$ cat config.mk
export PLATFORM = sky130hd
export DESIGN_NAME = req_encoder
export DESIGN_NICKNAME = d
export VERILOG_FILES = /design/src/rtl/req_encoder_pkg.sv /design/src/rtl/prio_find_first.sv /design/src/rtl/req_encoder.sv
export SDC_FILE = /design/constraint.sdc
export NUM_CORES = 1
export LEC_CHECK = 0
export ABC_AREA = 1
export CELL_PAD_IN_SITES_DETAIL_PLACEMENT = 0
export CELL_PAD_IN_SITES_GLOBAL_PLACEMENT = 1
export CORE_MARGIN = 2
export CORE_UTILIZATION = 31
export CTS_BUF_LIST = sky130_fd_sc_hd__clkbuf_2
export DETAILED_ROUTE_END_ITERATION = 10
export PLACE_DENSITY_LB_ADDON = 0.1
export REMOVE_ABC_BUFFERS = 1
export SYNTH_ARGS = -nofsm -noshare
export SYNTH_HDL_FRONTEND = slang
export SYNTH_SLANG_ARGS = --single-unit
export TNS_END_PERCENT = 10
$ cat constraint.sdc
create_clock -name clk -period 1.4 [get_ports clk]
set_input_delay 0.14 -clock clk [delete_from_list [all_inputs] [get_ports clk]]
set_output_delay 0.14 -clock clk [all_outputs]
set_load 0.01 [all_outputs]
$ cat src/rtl/req_encoder_pkg.sv
// rtl/req_encoder_pkg.sv - shared types and limits for the request encoder
//
// Purpose:
//   Holds the handshake FSM state type and the supported upper bound on the
//   number of request lines. Imported by req_encoder and prio_find_first.
//
// Contents:
//   state_t  : S_IDLE (nothing presented), S_VALID (an index is presented)
//   N_MAX    : largest supported request-line count
package req_encoder_pkg;

  localparam int N_MAX = 32;

  typedef enum logic {
    S_IDLE  = 1'b0,
    S_VALID = 1'b1
  } state_t;

endpackage : req_encoder_pkg

$ cat src/rtl/prio_find_first.sv
// rtl/prio_find_first.sv - rotating find-first-set over an N-bit vector
//
// Purpose:
//   Combinational search for the first set bit of vec, starting at bit
//   position 'start' and wrapping from N-1 back to 0. With start tied to 0
//   this is a plain lowest-index priority encoder.
//
// Ports:
//   vec    in   N  candidate bits
//   start  in   W  first position examined (values >= N are treated as 0)
//   idx    out  W  index of the first set bit found (0 when none)
//   any    out  1  at least one bit of vec is set
module prio_find_first #(
  parameter int N = 4,
  parameter int W = $clog2(N)
) (
  input  logic [N-1:0] vec,
  input  logic [W-1:0] start,
  output logic [W-1:0] idx,
  output logic         any
);

  import req_encoder_pkg::*;

  // Two copies back to back so a wrapped search is a straight walk upward.
  logic [2*N-1:0] vec2;
  int             start_c;
  int             pos;

  assign vec2 = {vec, vec};

  always_comb begin
    idx     = '0;
    any     = 1'b0;
    pos     = 0;
    start_c = (int'(start) < N) ? int'(start) : 0;
    for (int i = 0; i < N; i++) begin
      pos = start_c + i;
      if (!any && vec2[pos]) begin
        any = 1'b1;
        idx = W'((pos >= N) ? (pos - N) : pos);
      end
    end
  end

endmodule : prio_find_first

$ cat src/rtl/req_encoder.sv
// rtl/req_encoder.sv - sticky request capture with one-grant-per-cycle binary output
//
// Purpose:
//   Captures N request lines into sticky pending bits and presents the
//   binary index of one pending request at a time on a valid/ready output.
//   The presented bit is cleared when the consumer accepts it. A request
//   arriving on the same edge as its own clear wins, so it stays pending.
//
// Build option:
//   REQ_ENCODER_ROUND_ROBIN_EN defined   -> rotating priority; the search
//     starts one past the last accepted index, tracked in a W-bit pointer.
//   REQ_ENCODER_ROUND_ROBIN_EN undefined -> fixed lowest-index priority, no
//     pointer register.
//   The port list is the same in both builds.
//
// Ports:
//   clk        in   1  rising-edge clock
//   rst_n      in   1  asynchronous active-low reset
//   ena        in   1  capture enable; 0 ignores req this cycle
//   req        in   N  request pulses/levels, sampled every edge
//   out_ready  in   1  consumer accepts out this cycle
//   out_valid  out  1  out holds a valid index
//   out        out  W  binary index of the granted request
//   pending    out  N  sticky pending bits
module req_encoder #(
  parameter int N = 4,
  parameter int W = $clog2(N)
) (
  input  logic         clk,
  input  logic         rst_n,
  input  logic         ena,
  input  logic [N-1:0] req,
  input  logic         out_ready,
  output logic         out_valid,
  output logic [W-1:0] out,
  output logic [N-1:0] pending
);

  import req_encoder_pkg::*;

  state_t         state_q, state_d;
  logic [W-1:0]   out_q, out_d;
  logic           out_valid_q, out_valid_d;
  logic [N-1:0]   pending_q, pending_d;

  logic [N-1:0]   eff_req;
  logic [N-1:0]   clr;
  logic           handshake;
  logic [W-1:0]   search_start;
  logic [W-1:0]   find_idx;
  logic           find_any;

  // Capture and clear. Candidates for the next grant are exactly the next
  // pending set, so a bit re-requested on its own acceptance cycle can be
  // presented again without a bubble on out_valid.
  always_comb begin
    eff_req   = ena ? req : '0;
    handshake = out_valid_q & out_ready;
    clr       = handshake ? ({{(N-1){1'b0}}, 1'b1} << out_q) : '0;
    pending_d = ((pending_q | eff_req) & ~clr) | eff_req;
  end

`ifdef REQ_ENCODER_ROUND_ROBIN_EN
  logic [W-1:0] ptr_q, ptr_d;

  function automatic logic [W-1:0] wrap_inc(input logic [W-1:0] v);
    wrap_inc = (v == W'(N - 1)) ? '0 : v + 1'b1;
  endfunction

  // On an acceptance the new grant must already search from one past the
  // index being retired, so the start bypasses the pointer register.
  always_comb begin
    ptr_d        = handshake ? wrap_inc(out_q) : ptr_q;
    search_start = ptr_d;
  end
`else
  assign search_start = '0;
`endif

  prio_find_first #(
    .N (N),
    .W (W)
  ) u_find (
    .vec   (pending_d),
    .start (search_start),
    .idx   (find_idx),
    .any   (find_any)
  );

  // Handshake FSM. While presenting without out_ready nothing moves, even
  // if a higher-priority request shows up. out keeps its last value when
  // out_valid drops.
  always_comb begin
    state_d     = state_q;
    out_d       = out_q;
    out_valid_d = out_valid_q;
    case (state_q)
      S_IDLE: begin
        if (find_any) begin
          out_d       = find_idx;
          out_valid_d = 1'b1;
          state_d     = S_VALID;
        end
      end
      S_VALID: begin
        if (out_ready) begin
          if (find_any) begin
            out_d       = find_idx;
            out_valid_d = 1'b1;
          end else begin
            out_valid_d = 1'b0;
            state_d     = S_IDLE;
          end
        end
      end
      default: begin
        out_valid_d = 1'b0;
        state_d     = S_IDLE;
      end
    endcase
  end

  always_ff @(posedge clk or negedge rst_n) begin
    if (!rst_n) begin
      state_q     <= S_IDLE;
      out_q       <= '0;
      out_valid_q <= 1'b0;
      pending_q   <= '0;
`ifdef REQ_ENCODER_ROUND_ROBIN_EN
      ptr_q       <= '0;
`endif
    end else begin
      state_q     <= state_d;
      out_q       <= out_d;
      out_valid_q <= out_valid_d;
      pending_q   <= pending_d;
`ifdef REQ_ENCODER_ROUND_ROBIN_EN
      ptr_q       <= ptr_d;
`endif
    end
  end

  assign out_valid = out_valid_q;
  assign out       = out_q;
  assign pending   = pending_q;

endmodule : req_encoder

# Word level (Yosys, flattened, before mapping)
# Cells that the tools add are included.
# word_totals
regBits,8
input_bits,8
# op_classes
eq_ne,2
shift,1
muxes,18
n_bitwise,6
reduce_logical,7
# ops
op,n
two-way mux 1 bit,9
two-way mux 2 bit,4
two-way mux 4 bit,2
OR 4 bit,2
AND 4 bit,1
!= test 2 bit (second input constant),2
NOT 4 bit,1
one-hot mux 1 bit (2 select lines),2
one-hot mux 2 bit (2 select lines),1
<< shifter 1 x 2 -> 4 bit (first input constant),1
logical AND 1 bit,3
zero test 1 bit,3
AND reduction 2 bit,1
AND 1 bit,1
NOT 1 bit,1

# Logic depth before layout (Yosys ltp)
# depth
ltp_word,18
mapped_depth,9
ltp_nobuf,9

# Cells and area by module
# Synthesis repeated with hierarchy kept, for this count alone.
# unflattened
cells_unflattened,105
area_unflattened_um2,643.1
# modules_own_cells
mod,instances,cells_per_inst,area_per_inst_um2
req_encoder,1,46,349.1
prio_find_first,1,59,294.0

# Least setup slack after synthesis
# Ideal clock, no wire load.
# synth_timing
path_kind,register to register
startpoint,register out_q[0] (netlist: out[0])
endpoint,register out_q[1] (netlist: out[1])
setup_time_ns,0.117
arrival_time_ns,1.045
slack_ns,0.238
stages_incl_launch_ff,9
synth_period_minus_slack_ns,1.162
path_cell_list,dfrtp_1 inv_1 nand2_1 o21ai_2 nand2_2 nor2_4 nor2_1 nor2_1 nor2_1
# synth_between
word_cells_on_any_way,20
# synth_rtl
item,line_no,rtl
start: declaration,req_encoder.sv:42,"logic [W-1:0] out_q, out_d;"
start signal: assignment,req_encoder.sv:134,out_q <= out_d;
<< shifter 1 x 2 -> 4 bit (*),req_encoder.sv:59,"clr = handshake ? ({{(N-1){1'b0}}, 1'b1} << out_q) : '0;"
two-way mux 4 bit (*),req_encoder.sv:59,
NOT 4 bit (*),req_encoder.sv:60,pending_d = ((pending_q | eff_req) & ~clr) | eff_req;
AND 4 bit (*),req_encoder.sv:60,
OR 4 bit (*),req_encoder.sv:60,
net pending_d[2],req_encoder.sv:44,"logic [N-1:0] pending_q, pending_d;"
logical AND 1 bit (*),prio_find_first.sv:39,if (!any && vec2[pos]) begin
two-way mux 1 bit,prio_find_first.sv:39,
zero test 1 bit,prio_find_first.sv:39,
logical AND 1 bit,prio_find_first.sv:39,
two-way mux 2 bit / two-way mux 1 bit (equally long branches),prio_find_first.sv:39,
two-way mux 2 bit (*),"req_encoder.sv:99, req_encoder.sv:107",
two-way mux 2 bit,req_encoder.sv:106,if (out_ready) begin
one-hot mux 2 bit (2 select lines) (*),req_encoder.sv:97,case (state_q)
# Mark *: on every way through the listed nets, which the timed path passes. The rest lies on a longest branch. The select of a mux whose other input is x is not followed.
# A chain may end at the register's enable or synchronous reset.

# Worst setup path after layout
# layout_timing
startpoint,register out_q[1] (netlist: out[1])
endpoint,output out[1]
# layout_rtl
item,line_no,rtl
end: declaration,req_encoder.sv:35,"output logic [W-1:0] out,"
# No word-level cell between the ends.

==> impl_results.md <==
- Die area: 0.00165 sq mm
- Post-synthesis adder-cell area fraction: 0%
- Syn Inst Count: 50
- Total track usage: between 10% and 20%
- Max Slew Vio Count: 0
- Final worst slack: roughly 0.076 ns
- Crit-path max FO: 6
- Max_slew headroom: 74.1%
- Final worst-path cycle share: 94.6%
- Reg2Reg Depth: 8
- Worst setup path class: reg -> out
- Yosys warning count: 0
- Vias in the first global route: 343
- Register area share after synthesis: 48.0%
- Die X: a little over 40 um
- Wirelength per Cell: between 10 and 15 um
- Cell Chain, Critical Path: clkdlybuf4s50_1
- Yosys reg bits: 8
- Max clock buf depth: 2
- Unrepaired setup endpoints after global routing: false
- Syn Area/Cell: between 8 and 9 sq um
- CP startpoint: out[1]
- Post-CTS Hold Buffers: 0
- Slowest CP cell: clkdlybuf4s50_1
- Crit path to: out[1]
- Met2 routed WL: 415 um
- XOR/XNOR share of the synthesized area: 0%
- Cell count along the critical path: 1
- Power Density: about 1100 mW/mm^2
- Area delta synth->final: 45.6%
- Starting Density: between 30% and 40%
- Cell Int Power: 0.437 mW
- Compound-Gate Fraction of Synth Area: just under 9%
- Status: completed
- Leakage power: 0.285 nW
- Max IR drop VDD: 412 uV
- Clock-pin slew on the worst setup and hold paths: 0.09 ns
- Dpl hpwl: 708 um
- H-Tree Depth: 1
- R2R Setup Slk: 0.17 ns
- Core Region: around 0.0013 sq mm
- Initial antenna violation count: 0
- Fmax: about 0.76 GHz
- Part of the power in registers: 43.7%
- Multiplexer share of the synthesized area: 0%
- Yosys cell types: 12
- Main combinational cell family by area after synthesis: simple AND/OR/NAND/NOR gates
- GRT Residual Overflow: 0
- WL met1: 418 um
- Final min period: 1.32 ns
- Simple-gate portion of the synthesized area: 37.8%
- Reg-to-reg critical path startpoint: out[0]
- Diodes inserted: 0
- Rows: 13
- Top sig layer: met3
- Setup Buffers After CTS: 0
- Initial DRC Count: 2
- Least-Margin Pin Slew: 0.387 ns
- Post-Synthesis Cell Area: 417 sq um
- CTS Buf Count: 3
- Power Total: 0.659 mW
- Largest cells by area after synthesis: dfrtp_1 48%, nand2_1 12%, nand2_2 11%
- DRT antenna net count: 0
- Final #Nets: 79
- Clock Power Share: 21.8%
- Max-Cap Viols: 0
- First-pass GRT wire length: ~1400 um
- Ports: 15
- Worst-Skew Late Latency: roughly 0.24 ns
- I/O Buffers: 14
- Req. time, crit path: 1.26 ns
- Sw Share: 33.7%
- Slowest stage delay, CP: 0.54 ns
- Area share of the largest cell type after synthesis: 48.0%
- Largest net degree at the start of global routing: 9
- Worst path top cell family by delay: buffers and inverters
- Share of cells above drive strength 1: 29.0%
- Most common cell after layout, fill and taps aside: clkdlybuf4s50_1
- CTS tree: built
- Worst slack at placement: -0.0255 ns
- Worst Skew: 0.0133 ns
- Worst setup EP type: primary output
- Clk sinks: 8
- Die Y: 40.7 um
- Leading area contributor after synthesis: dfrtp_1
- Placer congestion estimate: slightly below 0.7
- Gate power share: 34.5%
- CTS root buf: clkbuf_2
- Vias post-DR: 370
- Drc violations: 0
- Crit path DAT: 1.18 ns
- NetSw: 0.222 mW
- WL final: 866 um
- CP bufs+invs: 1
- R2r endpoint: out[1]
- Hold Violations, Final: 0
- CP Launch Type: flop
- Routed length on met3: 33 um
- DR vias/cell: 4.40
- DRT Pass-1 Iters: 2
- Commonest cells after routing, fill and taps aside: 14 x clkdlybuf4s50_1, 13 x nand2_1, 7 x nand2_2, 7 x nor2_1, 7 x dfrtp_1
- Hold WC Path Type: in -> async
- Final setup violating endpoints: 0
through the flow:
step | area (sq um) | TNS (ns) | util (%) | hold WS [ns] | instances
finish | 607 | 0 | 47.2 | 0.172 | 84
global placement | 591 | -0.0402 | 46.0 | 0.459 | 81
CTS | 606 | 0 | 47.1 | 0.182 | 84
floorplan | 417 | 0 | - | -0.156 | 50
global route | 607 | 0 | 47.2 | 0.186 | 84
detailed placement | 591 | -0.0552 | 46.0 | 0.457 | 81
worst min-delay path by stage:
stage                      from    endpoint  slack [ns]  depth (start not counted)
final                     rst_n  pending[3]        0.17                          1
after global routing      rst_n  pending[3]        0.19                          1
after CTS                 rst_n  pending[3]        0.18                          1
after detailed placement  rst_n  pending[3]        0.46                          1
after global placement    rst_n  pending[3]        0.46                          1
after floorplan           rst_n      out[0]       -0.16                          0
cell families (layout without fill, tap and decap cells):
family	after synthesis	after routing
and+or+nand+nor	31	31
DFF	8	8
AOI/OAI and AO/OA	5	5
buffers and inverters	6	25
layer usage:
layer / GRT usage (%) / vias up
li1: - / 194
met1: 17.6 / 168
met2: 21.4 / 8
met3: 4.89 / 0
met4: 5.00 / 0
met5: 0 / -
cells in the mapped netlist, drive strengths merged:
master	n
nand2	21
a21oi	3
nand3	1
dfrtp	8
o21ai	2
inv	6
nor2	9
power groups by stage:
stage               registers (mW)  clock network (mW)  logic [mW]
CTS                          0.288               0.147       0.232
floorplan                    0.305                   0       0.104
detailed placement           0.293                   0       0.231
global placement             0.294                   0       0.230
global route                 0.293               0.156       0.256
finish                       0.288               0.144       0.227
what timing repair did:
| item | CTS | global route |
|---|---|---|
| endpoints found under the setup margin | 0 | 1 |
| endpoints found under the hold margin | 0 | 0 |
| resized for setup | 0 | 1 |
area by class of cell:
type / count / area [sq um]
Inverter: 6 / 22.5
Fill cell: 143 / 678
Multi-Input combinational cell: 36 / 194
Clock buffer: 3 / 15.0
Timing Repair Buffer: 16 / 155
Sequential cell: 8 / 201
Tap cell: 15 / 18.8
registers in the layout, indices dropped and copies added, names as in the netlist:
signal	count
state_q	1
out	2
pending	4
out_valid	1
(Power assumes the default switching activity.)
